[config.mk]
export PLATFORM = sky130hd
export DESIGN_NAME = mem_arbiter_flat
export DESIGN_NICKNAME = d
export VERILOG_FILES = /design/src/rtl/mem_arbiter_if.sv /design/src/rtl/mem_arbiter.sv /design/src/flat_wrapper.sv
export SDC_FILE = /design/constraint.sdc
export NUM_CORES = 1
export LEC_CHECK = 0
export CORE_AREA = 5 5 102 56
export CTS_CLUSTER_DIAMETER = 120
export DETAILED_ROUTE_END_ITERATION = 7
export DIE_AREA = 0 0 107 61
export PLACE_DENSITY = 0.78
export SLEW_MARGIN = 20
export SYNTH_ARGS = -nofsm -noshare
export SYNTH_HDL_FRONTEND = slang
export SYNTH_SLANG_ARGS = --single-unit
[constraint.sdc]
create_clock -name i_clock -period 1.75 [get_ports i_clock]
set_input_delay 0.35 -clock i_clock [delete_from_list [all_inputs] [get_ports i_clock]]
set_output_delay 0.35 -clock i_clock [all_outputs]
set_load 0.02 [all_outputs]
[src/rtl/mem_arbiter_if.sv]
// Requester and Memory-pin bundle for mem_arbiter: two request ports plus the
// single-port Memory address/data/wr/cs/o pins.
interface mem_arbiter_if #(
  parameter int ADDR_W = 8,
  parameter int DATA_W = 8
);
  logic              req_a;
  logic              req_b;
  logic              we_a;
  logic              we_b;
  logic [ADDR_W-1:0] addr_a;
  logic [ADDR_W-1:0] addr_b;
  logic [DATA_W-1:0] wdata_a;
  logic [DATA_W-1:0] wdata_b;
  logic              ack_a;
  logic              ack_b;
  logic [DATA_W-1:0] rdata_a;
  logic [DATA_W-1:0] rdata_b;
  logic              busy;
  logic [ADDR_W-1:0] mem_address;
  logic [DATA_W-1:0] mem_data;
  logic              mem_wr;
  logic              mem_cs;
  logic [DATA_W-1:0] mem_o;

  modport slave (
    input  req_a, req_b, we_a, we_b, addr_a, addr_b, wdata_a, wdata_b, mem_o,
    output ack_a, ack_b, rdata_a, rdata_b, busy,
           mem_address, mem_data, mem_wr, mem_cs
  );

  modport master (
    output req_a, req_b, we_a, we_b, addr_a, addr_b, wdata_a, wdata_b,
    input  ack_a, ack_b, rdata_a, rdata_b, busy
  );

  modport memory (
    input  mem_address, mem_data, mem_wr, mem_cs,
    output mem_o
  );
endinterface

[src/rtl/mem_arbiter.sv]
// Two-port round-robin arbiter/sequencer for the single-port Memory: one
// transaction at a time, registered Memory pins, one-cycle ack per grant.
module mem_arbiter #(
  parameter int ADDR_W = 8,
  parameter int DATA_W = 8
) (
  input logic          i_clock,
  input logic          i_reset_n,
  mem_arbiter_if.slave bus
);

  typedef enum logic [1:0] {
    S_IDLE    = 2'd0,
    S_ACCESS  = 2'd1,
    S_CAPTURE = 2'd2,
    S_RESP    = 2'd3
  } state_t;

  state_t            r_state;
  logic              r_grant_b;
  logic              r_last_grant_b;
  logic              r_ack_a;
  logic              r_ack_b;
  logic              r_busy;
  logic              r_mem_wr;
  logic              r_mem_cs;
  logic [ADDR_W-1:0] r_mem_address;
  logic [DATA_W-1:0] r_mem_data;
  logic [DATA_W-1:0] r_rdata_a;
  logic [DATA_W-1:0] r_rdata_b;

  logic              w_any_req;
  logic              w_grant_b;
  logic              w_sel_we;
  logic [ADDR_W-1:0] w_sel_addr;
  logic [DATA_W-1:0] w_sel_wdata;

  // Round-robin pick: on a tie the port that did not win last time is served.
  always_comb begin
    w_any_req = bus.req_a | bus.req_b;
    if (bus.req_a && bus.req_b) begin
      w_grant_b = ~r_last_grant_b;
    end else if (bus.req_b) begin
      w_grant_b = 1'b1;
    end else begin
      w_grant_b = 1'b0;
    end
    if (w_grant_b) begin
      w_sel_we    = bus.we_b;
      w_sel_addr  = bus.addr_b;
      w_sel_wdata = bus.wdata_b;
    end else begin
      w_sel_we    = bus.we_a;
      w_sel_addr  = bus.addr_a;
      w_sel_wdata = bus.wdata_a;
    end
  end

  // Transaction sequencer; the async reset also raises mem_cs mid-access.
  always_ff @(posedge i_clock or negedge i_reset_n) begin
    if (!i_reset_n) begin
      r_state        <= S_IDLE;
      r_grant_b      <= 1'b0;
      r_last_grant_b <= 1'b1;
      r_ack_a        <= 1'b0;
      r_ack_b        <= 1'b0;
      r_busy         <= 1'b0;
      r_mem_wr       <= 1'b0;
      r_mem_cs       <= 1'b1;
      r_mem_address  <= {ADDR_W{1'b0}};
      r_mem_data     <= {DATA_W{1'b0}};
      r_rdata_a      <= {DATA_W{1'b0}};
      r_rdata_b      <= {DATA_W{1'b0}};
    end else begin
      case (r_state)
        S_IDLE: begin
          if (w_any_req) begin
            r_grant_b      <= w_grant_b;
            r_last_grant_b <= w_grant_b;
            r_mem_wr       <= w_sel_we;
            r_mem_address  <= w_sel_addr;
            r_mem_data     <= w_sel_wdata;
            r_mem_cs       <= 1'b0;
            r_busy         <= 1'b1;
            r_state        <= S_ACCESS;
          end else begin
            r_mem_cs <= 1'b1;
            r_busy   <= 1'b0;
            r_state  <= S_IDLE;
          end
        end
        S_ACCESS: begin
          r_mem_cs <= 1'b1;
          if (r_mem_wr) begin
            r_ack_a <= ~r_grant_b;
            r_ack_b <= r_grant_b;
            r_state <= S_RESP;
          end else begin
            r_state <= S_CAPTURE;
          end
        end
        S_CAPTURE: begin
          if (r_grant_b) begin
            r_rdata_b <= bus.mem_o;
            r_ack_b   <= 1'b1;
          end else begin
            r_rdata_a <= bus.mem_o;
            r_ack_a   <= 1'b1;
          end
          r_state <= S_RESP;
        end
        S_RESP: begin
          r_ack_a <= 1'b0;
          r_ack_b <= 1'b0;
          r_busy  <= 1'b0;
          r_state <= S_IDLE;
        end
        default: begin
          r_ack_a  <= 1'b0;
          r_ack_b  <= 1'b0;
          r_busy   <= 1'b0;
          r_mem_cs <= 1'b1;
          r_state  <= S_IDLE;
        end
      endcase
    end
  end

  assign bus.ack_a       = r_ack_a;
  assign bus.ack_b       = r_ack_b;
  assign bus.rdata_a     = r_rdata_a;
  assign bus.rdata_b     = r_rdata_b;
  assign bus.busy        = r_busy;
  assign bus.mem_address = r_mem_address;
  assign bus.mem_data    = r_mem_data;
  assign bus.mem_wr      = r_mem_wr;
  assign bus.mem_cs      = r_mem_cs;

endmodule

[src/flat_wrapper.sv]
// flat-port wrapper written by rule: the top's interface ports become plain ports
module mem_arbiter_flat 
#(
  parameter int ADDR_W = 8,
  parameter int DATA_W = 8
)
  (i_clock, i_reset_n, bus_req_a, bus_req_b, bus_we_a, bus_we_b, bus_addr_a, bus_addr_b, bus_wdata_a, bus_wdata_b, bus_mem_o, bus_ack_a, bus_ack_b, bus_rdata_a, bus_rdata_b, bus_busy, bus_mem_address, bus_mem_data, bus_mem_wr, bus_mem_cs);
  mem_arbiter_if #(.ADDR_W(ADDR_W), .DATA_W(DATA_W)) bus_i ();
  input logic i_clock;
  input logic i_reset_n;
  input wire logic [$bits(bus_i.req_a)-1:0] bus_req_a;
  input wire logic [$bits(bus_i.req_b)-1:0] bus_req_b;
  input wire logic [$bits(bus_i.we_a)-1:0] bus_we_a;
  input wire logic [$bits(bus_i.we_b)-1:0] bus_we_b;
  input wire logic [$bits(bus_i.addr_a)-1:0] bus_addr_a;
  input wire logic [$bits(bus_i.addr_b)-1:0] bus_addr_b;
  input wire logic [$bits(bus_i.wdata_a)-1:0] bus_wdata_a;
  input wire logic [$bits(bus_i.wdata_b)-1:0] bus_wdata_b;
  input wire logic [$bits(bus_i.mem_o)-1:0] bus_mem_o;
  output wire logic [$bits(bus_i.ack_a)-1:0] bus_ack_a;
  output wire logic [$bits(bus_i.ack_b)-1:0] bus_ack_b;
  output wire logic [$bits(bus_i.rdata_a)-1:0] bus_rdata_a;
  output wire logic [$bits(bus_i.rdata_b)-1:0] bus_rdata_b;
  output wire logic [$bits(bus_i.busy)-1:0] bus_busy;
  output wire logic [$bits(bus_i.mem_address)-1:0] bus_mem_address;
  output wire logic [$bits(bus_i.mem_data)-1:0] bus_mem_data;
  output wire logic [$bits(bus_i.mem_wr)-1:0] bus_mem_wr;
  output wire logic [$bits(bus_i.mem_cs)-1:0] bus_mem_cs;
  assign bus_i.req_a = bus_req_a;
  assign bus_i.req_b = bus_req_b;
  assign bus_i.we_a = bus_we_a;
  assign bus_i.we_b = bus_we_b;
  assign bus_i.addr_a = bus_addr_a;
  assign bus_i.addr_b = bus_addr_b;
  assign bus_i.wdata_a = bus_wdata_a;
  assign bus_i.wdata_b = bus_wdata_b;
  assign bus_i.mem_o = bus_mem_o;
  assign bus_ack_a = bus_i.ack_a;
  assign bus_ack_b = bus_i.ack_b;
  assign bus_rdata_a = bus_i.rdata_a;
  assign bus_rdata_b = bus_i.rdata_b;
  assign bus_busy = bus_i.busy;
  assign bus_mem_address = bus_i.mem_address;
  assign bus_mem_data = bus_i.mem_data;
  assign bus_mem_wr = bus_i.mem_wr;
  assign bus_mem_cs = bus_i.mem_cs;
  mem_arbiter #(.ADDR_W(ADDR_W), .DATA_W(DATA_W)) u_core (.i_clock(i_clock), .i_reset_n(i_reset_n), .bus(bus_i));
endmodule
==> impl_results.md, run 1 <==
- Status: completed
- CTS tree: yes
- WP data required: 1400 ps
- Slew at the pin with the worst max-slew slack: roughly 350 ps
- DRT Wirelength: ~4900 µm
- CP arrival: approximately 1300 ps
- Power share of the sequential group: 32.6%
- Nets: about 310
- Ant. Diodes: 0
- Die X: around 110 µm
- Fmax: between 600 and 700 MHz
- Post-CTS Setup Repair Bufs: 0
- CP top delay family: buffers and inverters
- Hold/Removal Path Class: input port to async pin
- Top cells by area, synth: dfrtp_1 51%, mux2_2 9.5%, a21oi_2 8.3%
- Rows: 18
- Die height: 61 µm
- Clock power frac: about an eighth
- Post-synth top area share: between 50% and 60%
- Worst Reg-to-Reg Cells: 4
- Max Root-Sink Buffers: 2
- Cells after synthesis: 170
- Commonest non-fill, non-tap cell in the layout: clkdlybuf4s50_1
- TNS Setup: 0 ps
- Syn_area_per_cell: between 10 and 15 µm²
- Crit path max-delay cell type: clkdlybuf4s50_1
- Max-cap violations: 0
- Crit end category: output pin
- Clock Sinks: 41
- Overall Power: ~0.0054 W
- Crit start category: flop
- Setup CP Type: flop to output pin
- Number of fill cells: 396
- Flop and latch count out of synthesis: 41
- Crit Path Max Fanout: 4
- Clock Pin Slew Worst Setup and Hold Paths: approximately 80 ps
- Share of cells above drive strength 1: roughly 22%
- Register area share after synthesis: 54.0%
- Area leader, netlist: dfrtp_1
- Vias per std cell: roughly 4.8
- DR WL/cell: between 15 and 20 µm
- Total core area: about 4700 µm²
- Power per cell area: ~1900 nW/µm²
- Initial DRC Count: 35
- Register area: 1030 µm²
- Syn_nets: 221
- Unrepaired setup endpoints after global routing: false
- Final period util: 95.0%
- Switching share of power: about two fifths
- Final setup vio count: 0
- CTS H-Tree Depth: 2
- Switching power: roughly 0.0021 W
- Initial DRT Pass Iterations: 4
- I/O Pins: 83
- First-pass GRT wire length: roughly 8000 µm
- Slew margin rel.: 76.7%
- Post-DP HPWL: 3850 µm
- Residual DRC: 0
- Commonest cells after routing, fill and taps aside: 80 x clkdlybuf4s50_1, 39 x dfrtp_1, 20 x nor2_1, 20 x a21oi_1, 20 x nand2_1
- Area occupied by multi-input gates: between 700 and 800 µm²
- Final hold vios: 0
- Peak supply drop: 989 µV
- Layout area overhead: 54.1%
- Leak: approximately 1.2 nW
- Ys Warns: 0
- Crit path time final: 1660 ps
- Total grt overflow: 0
- Number of stages on the worst setup path: 1
- ANT nets after route: 0
- Clk Latency, worst-skew pair: between 200 and 300 ps
- Starting Density: between 40% and 50%
- Die area: around 6500 µm²
- DR vias: roughly 1.6k
- Mapped Area: 1900 µm²
- Worst path max stage delay: about 630 ps
- CP Cell Sequence: clkdlybuf4s50_1
- Root Buffer: clkbuf_8
- Clock Skews: ~5.6 ps
- Comb pwr share: approximately 55%
- # port buffers: roughly 80
- Netlist cell types: 28
- Slew Limit Fails: 0
- Vias in the first global route: ~1.6k
- Total GRT Usage: around 16%
- Internal power: 0.00332 W
- Clock buffer count from CTS: 5
- Pin count of the biggest net entering global routing: 19
- RePlAce Congestion: 0.841
- CP bufs+invs: 1
- Number of antenna violations at the first check in global routing: 0
[per-stage QoR]
step	cell area [µm²]	cells	worst slack, ps	hold WS, ps	util, %
floorplan	1900	170	265	54.4	-
global placement	2820	313	148	230	59.7
detailed placement	2820	313	65.5	226	59.7
CTS	2930	322	67.9	449	62.0
global route	2930	322	6.31	469	62.0
finish	2930	322	87.0	449	62.0
[Yosys cell counts]
master and n:
mux2_2 16, dfstp_2 2, o22ai_1 1, o21bai_1 1, nor3b_1 2, o21ai_1 1, or2_2 1, o21ai_2 1
buf_4 2, a21bo_1 1, dfrtp_1 39, a21oi_1 20, nand2b_1 1, a21oi_2 18, nor2_1 20, ha_1 5
buf_12 1, inv_1 3, nor2b_1 2, a211oi_1 1, nand2_1 20, buf_6 1, a21boi_4 1, a22o_1 1
a31oi_1 1, buf_2 5, o21a_1 1, o31ai_1 2
[flip-flops by register name, summed over array words and instances (netlist names)]
register,count
u_core.bus.ack_a,1
u_core.bus.ack_b,1
u_core.bus.busy,1
u_core.bus.mem_address,8
u_core.bus.mem_cs,1
u_core.bus.mem_data,8
u_core.bus.mem_wr,1
u_core.bus.rdata_a,8
u_core.bus.rdata_b,8
u_core.r_grant_b,1
u_core.r_last_grant_b,1
u_core.r_state,2
[repair_timing]
action	CTS	global route
gates resized for setup	1	0
endpoints found under the setup margin	1	0
hold buffers	1	0
hold endpoints to repair	7	0
[metal layers]
metal | up-vias | track usage, % | share of wire, %
met1 | 741 | 22.3 | 49
met3 | 2 | 7.12 | 9.1
met5 | - | 0 | 0
met4 | 0 | 3.28 | 0.39
met2 | 50 | 23.5 | 41
li1 | 762 | - | -
[worst register-to-register path: stages (launching register included)]
cell      delay (ps)
dfrtp_1          440
inv_1            100
ha_1             260
nand2b_1         290
mux2_2           380
[final timing paths]
path / from / slack, ps / end
worst max-delay path: u_core.bus.mem_wr / 90 / bus_mem_wr
min in group i_clock: u_core.bus.busy / 480 / u_core.bus.busy
worst min register to register: u_core.bus.busy / 480 / u_core.bus.busy
worst min-delay path: i_reset_n / 450 / u_core.bus.mem_data[0]
worst max register to register: u_core.r_state[0] / 170 / u_core.bus.rdata_a[2]
max in group asynchronous: i_reset_n / 810 / u_core.bus.rdata_b[6]
[layout make-up]
cell class	instances	area share, %
clock buffers	7	3.28
multi-input cells	117	27.0
well taps	60	2.56
repair buffers	93	31.5
inverters	3	0.384
clock inverters	1	0.171
flip-flops and latches	41	35.1
[power groups by stage]
stage	sequential, W	clock (W)	combinational [W]
final	0.00177	0.000672	0.00300
after global routing	0.00185	0.000733	0.00324
after CTS	0.00178	0.000689	0.00303
after detailed placement	0.00178	0	0.00303
after global placement	0.00177	0	0.00298
after floorplan	0.00228	0	0.00119
[cell families after synthesis]
logic type      after synthesis  share of synthesized area, %
compound gates               50                          18.9
fa+ha+maj                     5                          3.29
buf+inv                      12                          4.34
flops                        41                          54.0
mux                          16                          9.47
simple gates                 46                          9.99
Power figures use the tool's default switching activity.
==> run 2, diff against run 1 <==
--- a/config.mk
+++ b/config.mk
@@ -5,11 +5,12 @@
 export SDC_FILE = /design/constraint.sdc
 export NUM_CORES = 1
 export LEC_CHECK = 0
-export CORE_AREA = 5 5 102 56
+export CORE_AREA = 5 5 96 53
 export CTS_CLUSTER_DIAMETER = 120
 export DETAILED_ROUTE_END_ITERATION = 7
-export DIE_AREA = 0 0 107 61
-export PLACE_DENSITY = 0.78
+export DIE_AREA = 0 0 101 58
+export DONT_BUFFER_PORTS = 1
+export HOLD_SLACK_MARGIN = 0.02
 export SLEW_MARGIN = 20
 export SYNTH_ARGS = -nofsm -noshare
 export SYNTH_HDL_FRONTEND = slang
==> run 2 against run 1 <==
Worst setup slack gained 39 ps. Sequential share of layout area rose by 14 points. Largest power group is now registers. Final cell count is 28% lower. Core utilization down 12 points. Combinational power decreased by 53%. Clock skew up 1.4 ps. Die area decreased by 10%. Non-clock buffer count is 88 lower. Hold slack got worse by 330 ps. Register-to-register slack worse by 40 ps. Critical path depth up 4. Global-route usage fell by 0.29 points.
==> impl_results.md, run 2 (same netlist as run 1, synthesis figures left out) <==
- Residual DRC: 0 (unchanged)
- Hold/Removal Path Class: input port to flop (was input port to async pin)
- Post-DP HPWL: 3110 µm (was 3850 µm)
- Ant. Diodes: 0 (unchanged)
- Peak supply drop: 802 µV (was 989 µV)
- Clk Latency, worst-skew pair: 290 ps (was 280 ps)
- Vias in the first global route: 1,366 (was 1,606)
- CTS tree: yes (unchanged)
- Post-CTS Setup Repair Bufs: 0 (unchanged)
- RePlAce Congestion: 0.721 (was 0.841)
- Power share of the sequential group: 52.3% (was 32.6%)
- Clock buffer count from CTS: 5 (unchanged)
- Pin count of the biggest net entering global routing: 42 (was 19)
- Root Buffer: clkbuf_8 (unchanged)
- ANT nets after route: 0 (unchanged)
- Commonest cells after routing, fill and taps aside: 39 x dfrtp_1, 20 x nor2_1, 20 x a21oi_1 (was 80 x clkdlybuf4s50_1, 39 x dfrtp_1, 20 x nor2_1, 20 x a21oi_1, 20 x nand2_1)
- Status: completed (unchanged)
- Slew at the pin with the worst max-slew slack: 693 ps (was 349 ps)
- Slew margin rel.: 53.7% (was 76.7%)
- First-pass GRT wire length: 7040 µm (was 8000 µm)
- DR WL/cell: 19.0 µm (was 15.1 µm)
- Worst reg-to-reg setup slack: 130 ps (was 170 ps)
- Internal power: 0.00255 W (was 0.00332 W)
- Rows: 17 (was 18)
- Total core area: 4190 µm² (was 4730 µm²)
- # port buffers: 0 (was 82)
- Crit end category: flop (was output pin)
- CP top delay family: flip-flops (was buffers and inverters)
- Slew Limit Fails: 0 (unchanged)
- TNS Setup: 0 ps (unchanged)
- CP bufs+invs: 2 (was 1)
- Crit path time final: 1620 ps (was 1660 ps)
- I/O Pins: 83 (unchanged)
- Leak: 0.881 nW (was 1.23 nW)
- Total GRT Usage: 15.8% (was 16.1%)
- Clock Sinks: 41 (unchanged)
- Initial DRC Count: 17 (was 35)
- CTS H-Tree Depth: 2 (unchanged)
- WP data required: 1970 ps (was 1400 ps)
- Fmax: 616 MHz (was 601 MHz)
- Nets: 224 (was 312)
- Switching power: 0.00204 W (was 0.00212 W)
- CP arrival: 1840 ps (was 1310 ps)
- Max Root-Sink Buffers: 2 (unchanged)
- Crit Path Max Fanout: 6 (was 4)
- Die height: 58 µm (was 61 µm)
- Vias per std cell: 5.44 (was 4.83)
- Worst path max stage delay: 450 ps (was 630 ps)
- Final period util: 92.8% (was 95.0%)
- Layout Cell Area excl Fill: 2080 µm² (was 2930 µm²)
- Layout area overhead: 9.34% (was 54.1%)
- Number of antenna violations at the first check in global routing: 0 (unchanged)
- Starting Density: 45.4% (was 40.2%)
- Total grt overflow: 0 (unchanged)
- Share of cells above drive strength 1: 29.9% (was 22.1%)
- Final hold vios: 0 (unchanged)
- CP Cell Sequence: inv_1 > ha_1 > buf_4 > or2_2 > o22ai_1 (was clkdlybuf4s50_1)
- Crit start category: flop (unchanged)
- Power per cell area: 2210 nW/µm² (was 1860 nW/µm²)
- Clock Skews: 7.08 ps (was 5.64 ps)
- Commonest non-fill, non-tap cell in the layout: dfrtp_1 (was clkdlybuf4s50_1)
- Clock Pin Slew Worst Setup and Hold Paths: 80 ps (about the same)
- DRT Wirelength: 4390 µm (was 4870 µm)
- Critical path origin: u_core.r_state[0] (was u_core.bus.mem_wr)
- Crit path max-delay cell type: dfrtp_1 (was clkdlybuf4s50_1)
- Max-cap violations: 0 (unchanged)
- HP Start: bus_req_a
- Die X: 101 µm (was 107 µm)
- Unrepaired setup endpoints after global routing: false (unchanged)
- Clock power frac: 16.9% (was 12.3%)
- Number of fill cells: 385 (was 396)
- Setup CP Type: flop to flop (was flop to output pin)
- Placed inst area: 1930 µm² (was 2820 µm²)
- Switching share of power: 44.5% (was 39.0%)
- Die area: 5860 µm² (was 6530 µm²)
- Final setup vio count: 0 (unchanged)
- DR vias: 1,256 (was 1,555)
- Comb pwr share: 30.8% (was 55.1%)
- Critical R2R Launch: u_core.r_state[0] (unchanged)
- Initial DRT Pass Iterations: 5 (was 4)
==> run 2: final timing paths <==
| kind | to | cells after the start |
|---|---|---|
| worst max register to register | u_core.bus.ack_a | 5 |
| worst max-delay path | u_core.bus.ack_a | 5 |
| worst min register to register | u_core.r_last_grant_b | 2 |
| min in group asynchronous | u_core.bus.mem_address[2] | 2 |
| max in group asynchronous | u_core.r_last_grant_b | 2 |
| worst min-delay path | u_core.r_last_grant_b | 1 |
==> run 2: through the flow <==
stage / util (%) / std cells / hold WS (ps) / setup slack (ps) / total power, W
after detailed placement: 46.0 / 221 / 55.4 / 112 / 0.00379
after global routing: 49.7 / 231 / 118 / 9.19 / 0.00488
after CTS: 49.4 / 231 / 111 / 66.2 / 0.00462
after global placement: 46.0 / 221 / 55.3 / 208 / 0.00371
after floorplan: - / 170 / 54.4 / 265 / 0.00347
final: 49.7 / 231 / 117 / 126 / 0.00459
==> run 2: what timing repair did <==
item	CTS	global route
hold buffers	2	0
endpoints found under the setup margin	0	14
gates resized for setup	0	2
hold endpoints to repair	41	0
==> run 2: cell type report <==
class                   count  area (µm²)  share of cell area [%]
repair buffers              5        52.6                    2.53
inverters                   3        11.3                   0.541
flip-flops and latches     41        1030                    49.4
multi-input cells         117         802                    38.5
well taps                  57        71.3                    3.43
clock buffers               5        68.8                    3.31
clock inverters             3        46.3                    2.22
==> run 2: power by group through the flow <==
stage / combinational (W) / sequential (W) / clock (W)
6_report: 0.00141 / 0.00240 / 0.000778
5_1_grt: 0.00157 / 0.00246 / 0.000848
4_1_cts: 0.00141 / 0.00241 / 0.000797
3_5_place_dp: 0.00139 / 0.00241 / 0
3_3_place_gp: 0.00130 / 0.00241 / 0
2_1_floorplan: 0.00119 / 0.00228 / 0
==> run 2: worst reg2reg max path: cells and delay by family (launching register included) <==
family | cells | cell delay, ps
flops | 1 | 450
fa+ha+maj | 1 | 320
buf+inv | 2 | 310
simple gates | 1 | 300
compound gates | 1 | 170
==> run 2: metal layers <==
| metal | part of all wire, % | global-route usage [%] |
|---|---|---|
| met5 | 0 | 0 |
| met1 | 44 | 20.7 |
| met4 | 1.0 | 4.55 |
| met2 | 46 | 24.0 |
| met3 | 8.8 | 6.61 |
